`src/rtl/write_ptr_block.sv`:
```
// Write-side pointer/full logic of the async FIFO: synchronizes the read gray pointer into w_clk
// and tracks the write pointers. Optional almost-full output is built only with WRITE_PTR_ALMOST_FULL_EN.
module write_ptr_block #(
  parameter int WDTH        = 3,
  parameter int SYNC_STAGES = 2,
  parameter int AF_THRESH   = 2
) (
  input  logic            w_clk,
  input  logic            w_reset,
  input  logic            w_enbl,
  input  logic [WDTH:0]   read_ptr_gry,
  output logic            w_push,
  output logic [WDTH-1:0] w_addr,
  output logic [WDTH:0]   bin_wr_ptr,
  output logic [WDTH:0]   gry_wr_ptr,
  output logic            full_flag,
  output logic [WDTH:0]   wr_count,
  output logic            overflow,
  output logic            almost_full
);

  localparam int PW = WDTH + 1;

  // Elaboration-time guards on the configuration space.
  if (WDTH < 2) begin : g_bad_wdth
    $error("write_ptr_block: WDTH must be >= 2");
  end
  if (SYNC_STAGES < 2) begin : g_bad_sync
    $error("write_ptr_block: SYNC_STAGES must be >= 2");
  end
  if ((AF_THRESH < 1) || (AF_THRESH > (2**WDTH) - 1)) begin : g_bad_af
    $error("write_ptr_block: AF_THRESH must be in 1..2**WDTH-1");
  end

  function automatic logic [WDTH:0] bin_to_gry(input logic [WDTH:0] b);
    return (b >> 1) ^ b;
  endfunction

  function automatic logic [WDTH:0] gry_to_bin(input logic [WDTH:0] g);
    logic [WDTH:0] b;
    b[WDTH] = g[WDTH];
    for (int i = WDTH - 1; i >= 0; i--) begin
      b[i] = b[i+1] ^ g[i];
    end
    return b;
  endfunction

  // Gray pattern of the write pointer when it sits exactly one lap ahead of the read pointer.
  function automatic logic [WDTH:0] full_pattern(input logic [WDTH:0] rg);
    return {~rg[WDTH:WDTH-1], rg[WDTH-2:0]};
  endfunction

  // Stage p0..pN: read pointer synchronizer chain into w_clk.
  logic [WDTH:0] rd_sync_p [SYNC_STAGES];
  logic [WDTH:0] rd_sync;
  logic [WDTH:0] rd_bin;

  always_ff @(posedge w_clk) begin
    if (w_reset) begin
      for (int i = 0; i < SYNC_STAGES; i++) begin
        rd_sync_p[i] <= '0;
      end
    end else begin
      rd_sync_p[0] <= read_ptr_gry;
      for (int i = 1; i < SYNC_STAGES; i++) begin
        rd_sync_p[i] <= rd_sync_p[i-1];
      end
    end
  end

  assign rd_sync = rd_sync_p[SYNC_STAGES-1];
  assign rd_bin  = gry_to_bin(rd_sync);

  logic [WDTH:0] bin_nxt;
  logic [WDTH:0] gry_nxt;
  logic [WDTH:0] count_nxt;
  logic          full_nxt;

  assign w_push    = w_enbl & ~full_flag;
  assign w_addr    = bin_wr_ptr[WDTH-1:0];
  assign bin_nxt   = bin_wr_ptr + PW'(w_push);
  assign gry_nxt   = bin_to_gry(bin_nxt);
  assign count_nxt = bin_nxt - rd_bin;
  assign full_nxt  = (gry_nxt == full_pattern(rd_sync));

  // Registered pointer / status stage.
  always_ff @(posedge w_clk) begin
    if (w_reset) begin
      bin_wr_ptr <= '0;
      gry_wr_ptr <= '0;
      full_flag  <= 1'b0;
      wr_count   <= '0;
      overflow   <= 1'b0;
    end else begin
      bin_wr_ptr <= bin_nxt;
      gry_wr_ptr <= gry_nxt;
      full_flag  <= full_nxt;
      wr_count   <= count_nxt;
      overflow   <= overflow | (w_enbl & full_flag);
    end
  end

`ifdef WRITE_PTR_ALMOST_FULL_EN
  localparam logic [WDTH:0] AF_LEVEL = PW'((2**WDTH) - AF_THRESH);

  always_ff @(posedge w_clk) begin
    if (w_reset) begin
      almost_full <= 1'b0;
    end else begin
      almost_full <= (count_nxt >= AF_LEVEL);
    end
  end
`else
  assign almost_full = 1'b0;
`endif

endmodule

```
`config.mk`:
```
export PLATFORM = sky130hd
export DESIGN_NAME = write_ptr_block
export DESIGN_NICKNAME = d
export VERILOG_FILES = /design/src/rtl/write_ptr_block.sv
export SDC_FILE = /design/constraint.sdc
export NUM_CORES = 1
export LEC_CHECK = 0
export ABC_AREA = 0
export ABC_CLOCK_PERIOD_IN_PS = 5500
export BUFFER_PORTS_ARGS = -buffer_cell sky130_fd_sc_hd__buf_4
export CELL_PAD_IN_SITES_DETAIL_PLACEMENT = 1
export CELL_PAD_IN_SITES_GLOBAL_PLACEMENT = 1
export CORE_ASPECT_RATIO = 0.8
export CORE_UTILIZATION = 40
export DETAILED_ROUTE_END_ITERATION = 16
export PLACE_DENSITY = 0.87
export SKIP_LAST_GASP = 1
export SLEW_MARGIN = 10
export SYNTH_ARGS = -nofsm -noshare
export SYNTH_HDL_FRONTEND = slang
export SYNTH_SLANG_ARGS = --single-unit
```
`constraint.sdc`:
```
create_clock -name w_clk -period 5.5 [get_ports w_clk]
set_input_delay 0.825 -clock w_clk [delete_from_list [all_inputs] [get_ports w_clk]]
set_output_delay 0.825 -clock w_clk [all_outputs]
set_load 0.01 [all_outputs]
```
==> out/qor.csv, run 1 <==
metric,value,unit
run_status,completed,
synthesis.area,882,sq um
row_count,14,
portBuffers,24,
p_leak,0.475,nW
worstSkewPairLatency,0.30,ns
htreeDepth,1,
clk_transition_reported_paths,0.11,ns
critPathLaunch,w_enbl,
synthFlopType,dfxtp_1,
initial_utilization,0.446,
cts_inserted_buffers,3,
met1Wirelength,642,um
grt_use_total,0.156,
wl,1.55,mm
clock_sinks,21,
wl_met3,101,um
reg2regPathDepth,8,
utilization,0.542,
synthDistinctLibCells,20,
start_kind,input port,
worstPathMaxFanout,5,
synth_edf_count,0,
routedWlPerCell,11.7,um
skew,0.000860,ns
reg2reg_from,full_flag$_SDFF_PP0_,
insertedDiodeCount,0,
seq_area_frac_synth,0.477,
overflow,0,
min-delay-start,rd_sync_p[0][0]$_SDFF_PP0_,
globalplace.congestion,0.694,
cts_root_buf,clkbuf_4,
finalPower,316,uW
drive_gt1_frac,0.269,
fp.dieW,54.5,um
peakVddDrop,0.168,mV
die_area,2400,sq um
route.detailed.drc,0,
synth.ff_latch_count,21,
antenna_found_initial,0,
top_layer_used,met3,
boundaryPins,26,
max_clock_freq,376,MHz
synth_area_per_cell,10.1,sq um
holdCritPathClass,register to register,
syn2layout_area_growth,21.7,%
first_global_vias,598,
fin_setup_tns,0,ns
first_pass_iters,2,
yosys_warnings,0,
wl_met2,806,um
cts_tree,yes,
initialDrtViolationCount,4,
required,5.70,ns
power_density,294,nW/um^2
syn_nets,99,
clock_path_buffers,2,
grt_setup_unrepaired,no,
drv_slew,0,
whs_path_depth,1,
post_cts_resized,0,
post-route-min-period,2.66,ns
hpwl,1.28,mm
finalSetupViolCount,0,
n_fill_cell,243,
critPathKind,input port to register,
postCtsSetupRepairBufs,0,
maxCapViolCount,0,
final_nets,121,
synthArstFlopShare,0,
grt_pass1_wl,2.52,mm
hold_viol,0,
cts_hold_buffers,0,
die_h,44,um
cp.arrival,2.86,ns
core_area,1980,sq um
via_per_inst,4.67,
drtAntennaViolNets,0,
netlist_instances,87,
min_period_over_period,0.484,
grt_max_degree,22,
end_kind,register,
detailroute.via_count,617,
## worst paths after layout
| kind | to | slack, ns |
|---|---|---|
| min reg2reg | rd_sync_p[0][4]$_SDFF_PP0_ | 0.45 |
| max | wr_count[3]$_SDFF_PP0_ | 2.84 |
| min | rd_sync_p[0][4]$_SDFF_PP0_ | 0.45 |
| max reg2reg | wr_count[3]$_SDFF_PP0_ | 3.13 |
## where the power goes
group	leakage [nW]	switching, mW	total (mW)	internal, mW
Clock	0.0150	0.0433	0.0716	0.0283
Combinational	0.288	0.0367	0.0748	0.0381
Sequential	0.173	0.00545	0.170	0.164
## layout make-up
| class | instances | area [sq um] | share of cell area |
|---|---|---|---|
| timing repair buffer | 24 | 180 | 0.168 |
| clock buffer | 4 | 26.3 | 0.0245 |
| sequential | 21 | 420 | 0.392 |
| multi-input combinational | 56 | 405 | 0.378 |
| tap | 24 | 30.0 | 0.0280 |
| inverter | 3 | 11.3 | 0.0105 |
## kinds of logic (layout without fill, tap and decap cells)
group,count (synthesis),in the layout,synth area share
other,1,1,0.00425
adders and majority gates,5,5,0.0794
and+or+nand+nor,30,30,0.177
muxes,1,1,0.0128
AOI/OAI and AO/OA,4,4,0.0284
buffers and inverters,10,31,0.0638
DFF,21,21,0.477
xor gates and xnor gates,15,15,0.157
## cells in the mapped netlist (all sizes together) (2+ instances only)
library cell,n,area [sq um]
ha,4,50.1
inv,3,11.3
clkbuf,2,7.51
nand2,4,15.0
nor2,10,37.5
buf,5,37.5
nand3,2,10.0
xor2,6,52.6
xnor2,9,86.3
dfxtp,21,420
a21oi,2,10.0
nor2b,12,75.1
## sequential cells by signal (all words and copies together) (netlist names)
| register | flops |
|---|---|
| bin_wr_ptr | 4 |
| full_flag | 1 |
| gry_wr_ptr | 3 |
| overflow | 1 |
| rd_sync_p | 8 |
| wr_count | 4 |
## per-stage QoR
step | cells | hold WS (ns) | setup WS [ns] | instance area [sq um]
5_1_grt | 132 | 0.468 | 2.71 | 1070
2_1_floorplan | 87 | 0.414 | 2.68 | 882
3_5_place_dp | 128 | 0.433 | 2.49 | 1050
6_report | 132 | 0.452 | 2.84 | 1070
3_3_place_gp | 128 | 0.418 | 2.58 | 1050
4_1_cts | 132 | 0.459 | 2.83 | 1070
## critical path: stages
cell,delay [ns]
buf_4,0.11
nor2b_1,0.14
ha_1,0.22
ha_1,0.38
ha_1,0.32
nand2b_1,0.12
a21oi_1,0.10
o32ai_1,0.31
mux2_1,0.34
## cell usage in the layout, fill, tap and decap left out
master	netlist	routed
buf_4	5	24
dfxtp_1	21	21
nor2b_1	12	12
nor2_1	10	10
xnor2_1	8	8
xor2_1	6	6
nand2_1	4	4
ha_1	4	4
inv_1	3	3
clkbuf_4	0	3
nand3_1	2	2
a21oi_1	2	2
xnor2_2	1	1
nor4_2	1	1
nand2b_1	1	1
a31oi_1	1	1
o32ai_1	1	1
mux2_1	1	1
fa_1	1	1
conb_1	1	1
clkbuf_1	2	1
## metal layers
metal	GRT usage	vias up
met2	0.273	23
met5	0	-
met4	0.0308	0
li1	-	311
met1	0.167	283
met3	0.0772	0
Power figures use the tool's default switching activity.
==> inputs of run 2 (changes only) <==
--- a/config.mk
+++ b/config.mk
@@ -6,14 +6,14 @@
 export NUM_CORES = 1
 export LEC_CHECK = 0
 export ABC_AREA = 0
-export ABC_CLOCK_PERIOD_IN_PS = 5500
+export ABC_CLOCK_PERIOD_IN_PS = 2200
 export BUFFER_PORTS_ARGS = -buffer_cell sky130_fd_sc_hd__buf_4
 export CELL_PAD_IN_SITES_DETAIL_PLACEMENT = 1
 export CELL_PAD_IN_SITES_GLOBAL_PLACEMENT = 1
 export CORE_ASPECT_RATIO = 0.8
-export CORE_UTILIZATION = 40
+export CORE_UTILIZATION = 33
 export DETAILED_ROUTE_END_ITERATION = 16
-export PLACE_DENSITY = 0.87
+export PLACE_DENSITY = 0.78
 export SKIP_LAST_GASP = 1
 export SLEW_MARGIN = 10
 export SYNTH_ARGS = -nofsm -noshare
==> constraint.sdc (replaced) <==
create_clock -name w_clk -period 2.2 [get_ports w_clk]
set_input_delay 0.33 -clock w_clk [delete_from_list [all_inputs] [get_ports w_clk]]
set_output_delay 0.33 -clock w_clk [all_outputs]
set_load 0.01 [all_outputs]
==> out/qor.csv, run 2 (same netlist as run 1, synthesis figures left out) <==
metric,value,unit,change
antenna_found_initial,0,,unchanged
clock_path_buffers,2,,unchanged
crit_path_top_delay_cell,dfxtp_2,,
cts_root_buf,clkbuf_4,,
critPathBufInv,0,,-1
critPathKind,register to register,,
min_to,rd_sync_p[0][3]$_SDFF_PP0_,,
max_clock_freq,471,MHz,
htreeDepth,1,,unchanged
globalplace.congestion,0.749,,+7.9%
worstPathMaxFanout,3,,-2
overflow,0,,unchanged
whs_path_depth,2,,+1
fin_setup_tns,0,ns,unchanged
critical-path-top-delay-family,adder cells,,
reg2reg_from,full_flag$_SDFF_PP0_,,
peakVddDrop,0.315,mV,+88%
dp_slack,-0.133,ns,-2.63 ns
end_kind,register,,
finalSetupViolCount,0,,unchanged
r2r_slack,0.08,ns,-3.05 ns
detailroute.via_count,669,,+8.4%
row_count,16,,+2
fp.dieW,59.8,um,+9.7%
grt_max_degree,22,,unchanged
route.detailed.drc,0,,unchanged
min_period_over_period,0.965,,
cts_inserted_buffers,3,,unchanged
fin_ws,0.0775,ns,-2.76 ns
initialDrtViolationCount,9,,+5
r2r_end,wr_count[3]$_SDFF_PP0_,,
cts_hold_buffers,0,,unchanged
holdCritPathClass,input port to register,,
seq_power_share,0.514,,-0.023
cts_tree,yes,,
combPwrFrac,0.269,,+0.033
power_density,678,nW/um^2,+130%
run_status,completed,,
boundaryPins,26,,unchanged
maxCapViolCount,0,,unchanged
clock_sinks,21,,unchanged
hpwl,1.30,mm,+1.8%
required,2.40,ns,-3.30 ns
regMostFlops,rd_sync_p,,
syn2layout_area_growth,38.4,%,
cp.arrival,2.32,ns,-0.54 ns
layout_common_cells,"35 x buf_4, 20 x dfxtp_1, 11 x nor2b_1",,
drive_gt1_frac,0.403,,+0.135
cp_num_cells,8,,-1
p_int,602,uW,+160%
skew,0.00578,ns,+0.00492 ns
via_per_inst,4.32,,-7.7%
clkPwrFrac,0.217,,-0.009
core_area,2480,sq um,+25%
worstSkewPairLatency,0.30,ns,about the same
first_pass_iters,2,,unchanged
grt_use_total,0.135,,-0.0212
post-route-min-period,2.12,ns,
drv_slew,0,,unchanged
final_common_cell,buf_4,,
swShare,0.273,,+0.00224
p_leak,0.537,nW,+13%
first_global_vias,619,,+3.5%
finalPower,827,uW,+160%
insertedDiodeCount,0,,unchanged
hold_viol,0,,unchanged
start_kind,register,,
initial_utilization,0.355,,-0.0903
clk_transition_reported_paths,0.11,ns,about the same
die_h,48.2,um,+9.6%
min-delay-start,read_ptr_gry[3],,
critPathMaxStageDelay,0.36,ns,-0.02 ns
p_switching,225,uW,+160%
final_nets,132,,+9.1%
die_area,2880,sq um,+20%
grt_pass1_wl,2.71,mm,+7.7%
reg2regPathDepth,8,,unchanged
routedWlPerCell,11.3,um,-3.4%
portBuffers,24,,unchanged
wl,1.76,mm,+13%
path_cells,"nor2b_4, ha_2, ha_4, ha_1, nand2b_1, a31oi_1, o32ai_2, mux2_1",,
top_regs,"rd_sync_p (8), bin_wr_ptr (4), wr_count (4)",,
drtAntennaViolNets,0,,unchanged
largest_reg_flops,8,,unchanged
==> run 2: cell types whose count changed in the layout (fill, tap and decap cells not counted), sizes merged <==
cell | previous run | this run
buf | 24 | 35
==> run 2: power groups by stage <==
stage	combinational (mW)	clock, mW	sequential (mW)
5_1_grt	0.249	0.211	0.430
4_1_cts	0.208	0.193	0.425
2_1_floorplan	0.117	0	0.445
6_report	0.223	0.179	0.425
3_5_place_dp	0.205	0	0.433
3_3_place_gp	0.199	0	0.432
==> run 2: final cells by class <==
cell class,count,area [sq um]
fill,293,1260
timing repair buffer,35,263
multi-input combinational,56,454
tap,36,45.0
sequential,21,422
clock buffer,4,26.3
inverter,3,11.3
==> run 2: worst max path at each step <==
stage	from	to	slack, ns
after global routing	rd_sync_p[0][6]$_SDFF_PP0_	wr_count[3]$_SDFF_PP0_	-0.01
final	full_flag$_SDFF_PP0_	wr_count[3]$_SDFF_PP0_	0.08
after floorplan	full_flag$_SDFF_PP0_	wr_count[3]$_SDFF_PP0_	0.009
after CTS	full_flag$_SDFF_PP0_	wr_count[3]$_SDFF_PP0_	0.008
after detailed placement	w_enbl	wr_count[3]$_SDFF_PP0_	-0.13
after global placement	w_enbl	wr_count[3]$_SDFF_PP0_	-0.04
==> run 2: layer usage <==
metal | wire (um) | global-route usage
met2 | 931 | 0.251
met4 | 0 | 0.0279
met3 | 105 | 0.0557
met5 | 0 | 0
met1 | 722 | 0.148
==> run 2: timing repair <==
action,CTS,global route
hold endpoints to repair,0,0
gates resized for setup,3,4
cloned,0,0
setup buffers,0,4
setup endpoints to repair,1,1
pin swaps,0,2
==> run 2: metrics by stage <==
| step | cell area, sq um | util | hold slack (ns) | cells |
|---|---|---|---|---|
| 2_1_floorplan | 897 | - | 0.414 | 87 |
| 3_3_place_gp | 1130 | 0.455 | 0.419 | 147 |
| 3_5_place_dp | 1130 | 0.455 | 0.430 | 147 |
| 4_1_cts | 1170 | 0.473 | 0.224 | 151 |
| 5_1_grt | 1220 | 0.492 | 0.229 | 155 |
| 6_report | 1220 | 0.492 | 0.237 | 155 |
==> inputs of run 3 (changes only) <==
--- a/config.mk
+++ b/config.mk
@@ -5,15 +5,16 @@
 export SDC_FILE = /design/constraint.sdc
 export NUM_CORES = 1
 export LEC_CHECK = 0
-export ABC_AREA = 0
+export ABC_AREA = 1
 export ABC_CLOCK_PERIOD_IN_PS = 2200
 export BUFFER_PORTS_ARGS = -buffer_cell sky130_fd_sc_hd__buf_4
 export CELL_PAD_IN_SITES_DETAIL_PLACEMENT = 1
 export CELL_PAD_IN_SITES_GLOBAL_PLACEMENT = 1
 export CORE_ASPECT_RATIO = 0.8
-export CORE_UTILIZATION = 33
+export CORE_UTILIZATION = 32
 export DETAILED_ROUTE_END_ITERATION = 16
-export PLACE_DENSITY = 0.78
+export PLACE_DENSITY = 0.79
+export REMOVE_ABC_BUFFERS = 1
 export SKIP_LAST_GASP = 1
 export SLEW_MARGIN = 10
 export SYNTH_ARGS = -nofsm -noshare
==> out/qor.csv, run 3 <==
metric,value,unit,change
routedWlPerCell,11.7,um,+3.3%
hold_viol,0,,unchanged
die_h,51.0,um,+5.7%
post_cts_resized,0,,-3
postCtsSetupRepairBufs,0,,unchanged
row_count,17,,+1
htreeDepth,1,,unchanged
synthArstFlopShare,0,,unchanged
p_int,623,uW,+3.6%
largest_reg_flops,8,,unchanged
holdCritPathClass,input port to register,,
insertedDiodeCount,0,,unchanged
cts_root_buf,clkbuf_8,,
drive_gt1_frac,0.208,,-0.196
fp.dieW,63.2,um,+5.7%
die_area,3220,sq um,+12%
end_kind,register,,
p_switching,253,uW,+12%
yosys_warnings,0,,unchanged
skew,0.00626,ns,+0.000482 ns
globalplace.congestion,0.783,,+4.5%
synthesis.area,960,sq um,+8.8%
synth_edf_count,0,,unchanged
synth_area_leaders,"dfxtp_1 44%, nand2_1 11%, inv_1 9.0%",,
p_leak,0.617,nW,+15%
wl,2.25,mm,+28%
synth_top_area_share,0.438,,-0.0385
initial_utilization,0.342,,-0.0135
netlist_instances,132,,+52%
grt_max_degree,20,,-9.1%
portBuffers,24,,unchanged
grt_pass1_wl,3.76,mm,+39%
clk_transition_reported_paths,0.08,ns,-0.03 ns
required,2.36,ns,-0.04 ns
critPathKind,register to register,,
finalNonFillerCells,192,,+24%
min_period_over_period,0.906,,-0.0592
clkPwrFrac,0.297,,+0.080
worstPathMaxFanout,3,,unchanged
hpwl,1.82,mm,+39%
syn2layout_area_growth,24.8,%,
via_per_inst,4.51,,+4.4%
cts_hold_buffers,0,,unchanged
fin_ws,0.208,ns,+0.130 ns
overflow,0,,unchanged
post-route-min-period,1.99,ns,-0.130 ns
clock_sinks,21,,unchanged
cp.arrival,2.16,ns,-0.16 ns
regMostFlops,rd_sync_p,,
grt_use_total,0.154,,+0.0191
yosysTopAreaCell,dfxtp_1,,
synthDistinctLibCells,17,,-15%
dp_slack,0.0891,ns,+0.222 ns
peakVddDrop,0.379,mV,+20%
finalPower,876,uW,+5.9%
final_common_cell,nand2_1,,
boundaryPins,26,,unchanged
first_pass_iters,4,,+2
final_nets,167,,+27%
antenna_found_initial,0,,unchanged
initialDrtViolationCount,9,,unchanged
combPwrFrac,0.221,,-0.048
drtAntennaViolNets,0,,unchanged
maxCapViolCount,0,,unchanged
worstSkewPairLatency,0.27,ns,-0.03 ns
fin_setup_tns,0,ns,unchanged
layout_common_cells,"29 x nand2_1, 25 x buf_4, 23 x inv_1",,
seq_power_share,0.482,,-0.032
cts_tree,yes,,
netlist_top_cells_count,"29 x nand2_1, 23 x inv_1, 21 x dfxtp_1, 21 x nor2_1, 12 x nand3_1",,
max_clock_freq,502,MHz,+6.5%
drv_slew,0,,unchanged
grt_setup_unrepaired,no,,
cts_inserted_buffers,3,,unchanged
first_global_vias,882,,+42%
start_kind,register,,
swShare,0.288,,+0.0158
seq_area_frac_synth,0.438,,-0.0385
route.detailed.drc,0,,unchanged
finalSetupViolCount,0,,unchanged
synthFlopType,dfxtp_1,,
synth_area_per_cell,7.27,sq um,-28%
detailroute.via_count,865,,+29%
top_regs,"rd_sync_p (8), bin_wr_ptr (4), wr_count (4)",,
clock_path_buffers,2,,unchanged
synth_most_common_cell,nand2_1,,
synth.ff_latch_count,21,,unchanged
place_inst,188,,+28%
core_area,2810,sq um,+13%
run_status,completed,,
power_density,732,nW/um^2,+8.0%
-- run 3: cell count changes after synthesis, moves of 2 or more --
cell      previous run  this run
nand2_1              4        29
a21oi_1              2         5
nor2b_1             12         0
xnor2_1              8         0
nand3_1              2        12
xor2_1               6         2
nor2_1              10        21
nand4_1              0         2
clkbuf_1             2         0
nand2_2              0         2
inv_1                3        23
-- run 3: final timing paths --
path	from	end	slack (ns)	depth (start not counted)
hold / removal	read_ptr_gry[3]	rd_sync_p[0][3]$_SDFF_PP0_	0.26	3
hold reg to reg	rd_sync_p[0][1]$_SDFF_PP0_	rd_sync_p[0][5]$_SDFF_PP0_	0.41	2
setup / recovery	rd_sync_p[0][6]$_SDFF_PP0_	wr_count[2]$_SDFF_PP0_	0.21	10
setup reg to reg	rd_sync_p[0][6]$_SDFF_PP0_	wr_count[2]$_SDFF_PP0_	0.21	10
-- run 3: logic make-up after synthesis --
family | after synthesis | share of synthesized area
other | 1 | 0.00391
flip-flops | 21 | 0.438
AND/OR/NAND/NOR | 67 | 0.295
AO/OA/AOI/OAI | 6 | 0.0339
adder cells (fa/ha/maj) | 5 | 0.0730
buffers and inverters | 30 | 0.138
XOR/XNOR | 2 | 0.0183
-- run 3: layer usage --
metal,wire (um),share of wire,vias up,global-route usage
met4,48,0.021,0,0.0720
li1,-,-,434,-
met2,1100,0.49,24,0.274
met1,974,0.43,400,0.165
met3,125,0.056,7,0.0536
met5,0,0,-,0
-- run 3: area by class of cell --
cell class,instances,area [sq um]
Clock buffer,3,41.3
Clock inverter,1,7.51
Multi-Input combinational cell,81,407
Tap cell,38,47.5
Sequential cell,21,420
Inverter,23,86.3
Timing Repair Buffer,25,188
Fill cell,370,1610
-- run 3: through the flow --
step	utilization	instance area (sq um)	hold slack, ns
floorplan	-	913	0.388
global placement	0.409	1150	0.390
detailed placement	0.409	1150	0.403
CTS	0.426	1200	0.261
global route	0.426	1200	0.270
finish	0.426	1200	0.261
-- run 3: power groups by stage --
stage          combinational (mW)  clock (mW)  sequential (mW)
2_1_floorplan              0.0975           0            0.443
3_3_place_gp                0.186           0            0.431
3_5_place_dp                0.197           0            0.431
4_1_cts                     0.197       0.276            0.422
5_1_grt                     0.220       0.286            0.426
6_report                    0.194       0.260            0.422
-- run 3: critical path, stage by stage, from the launching register on --
cell,delay [ns]
dfxtp_1,0.38
inv_1,0.08
nand2_1,0.08
nand2_1,0.09
xor2_1,0.25
xor2_1,0.21
ha_1,0.18
inv_1,0.07
fa_1,0.38
nor2_1,0.12
nor2_1,0.05
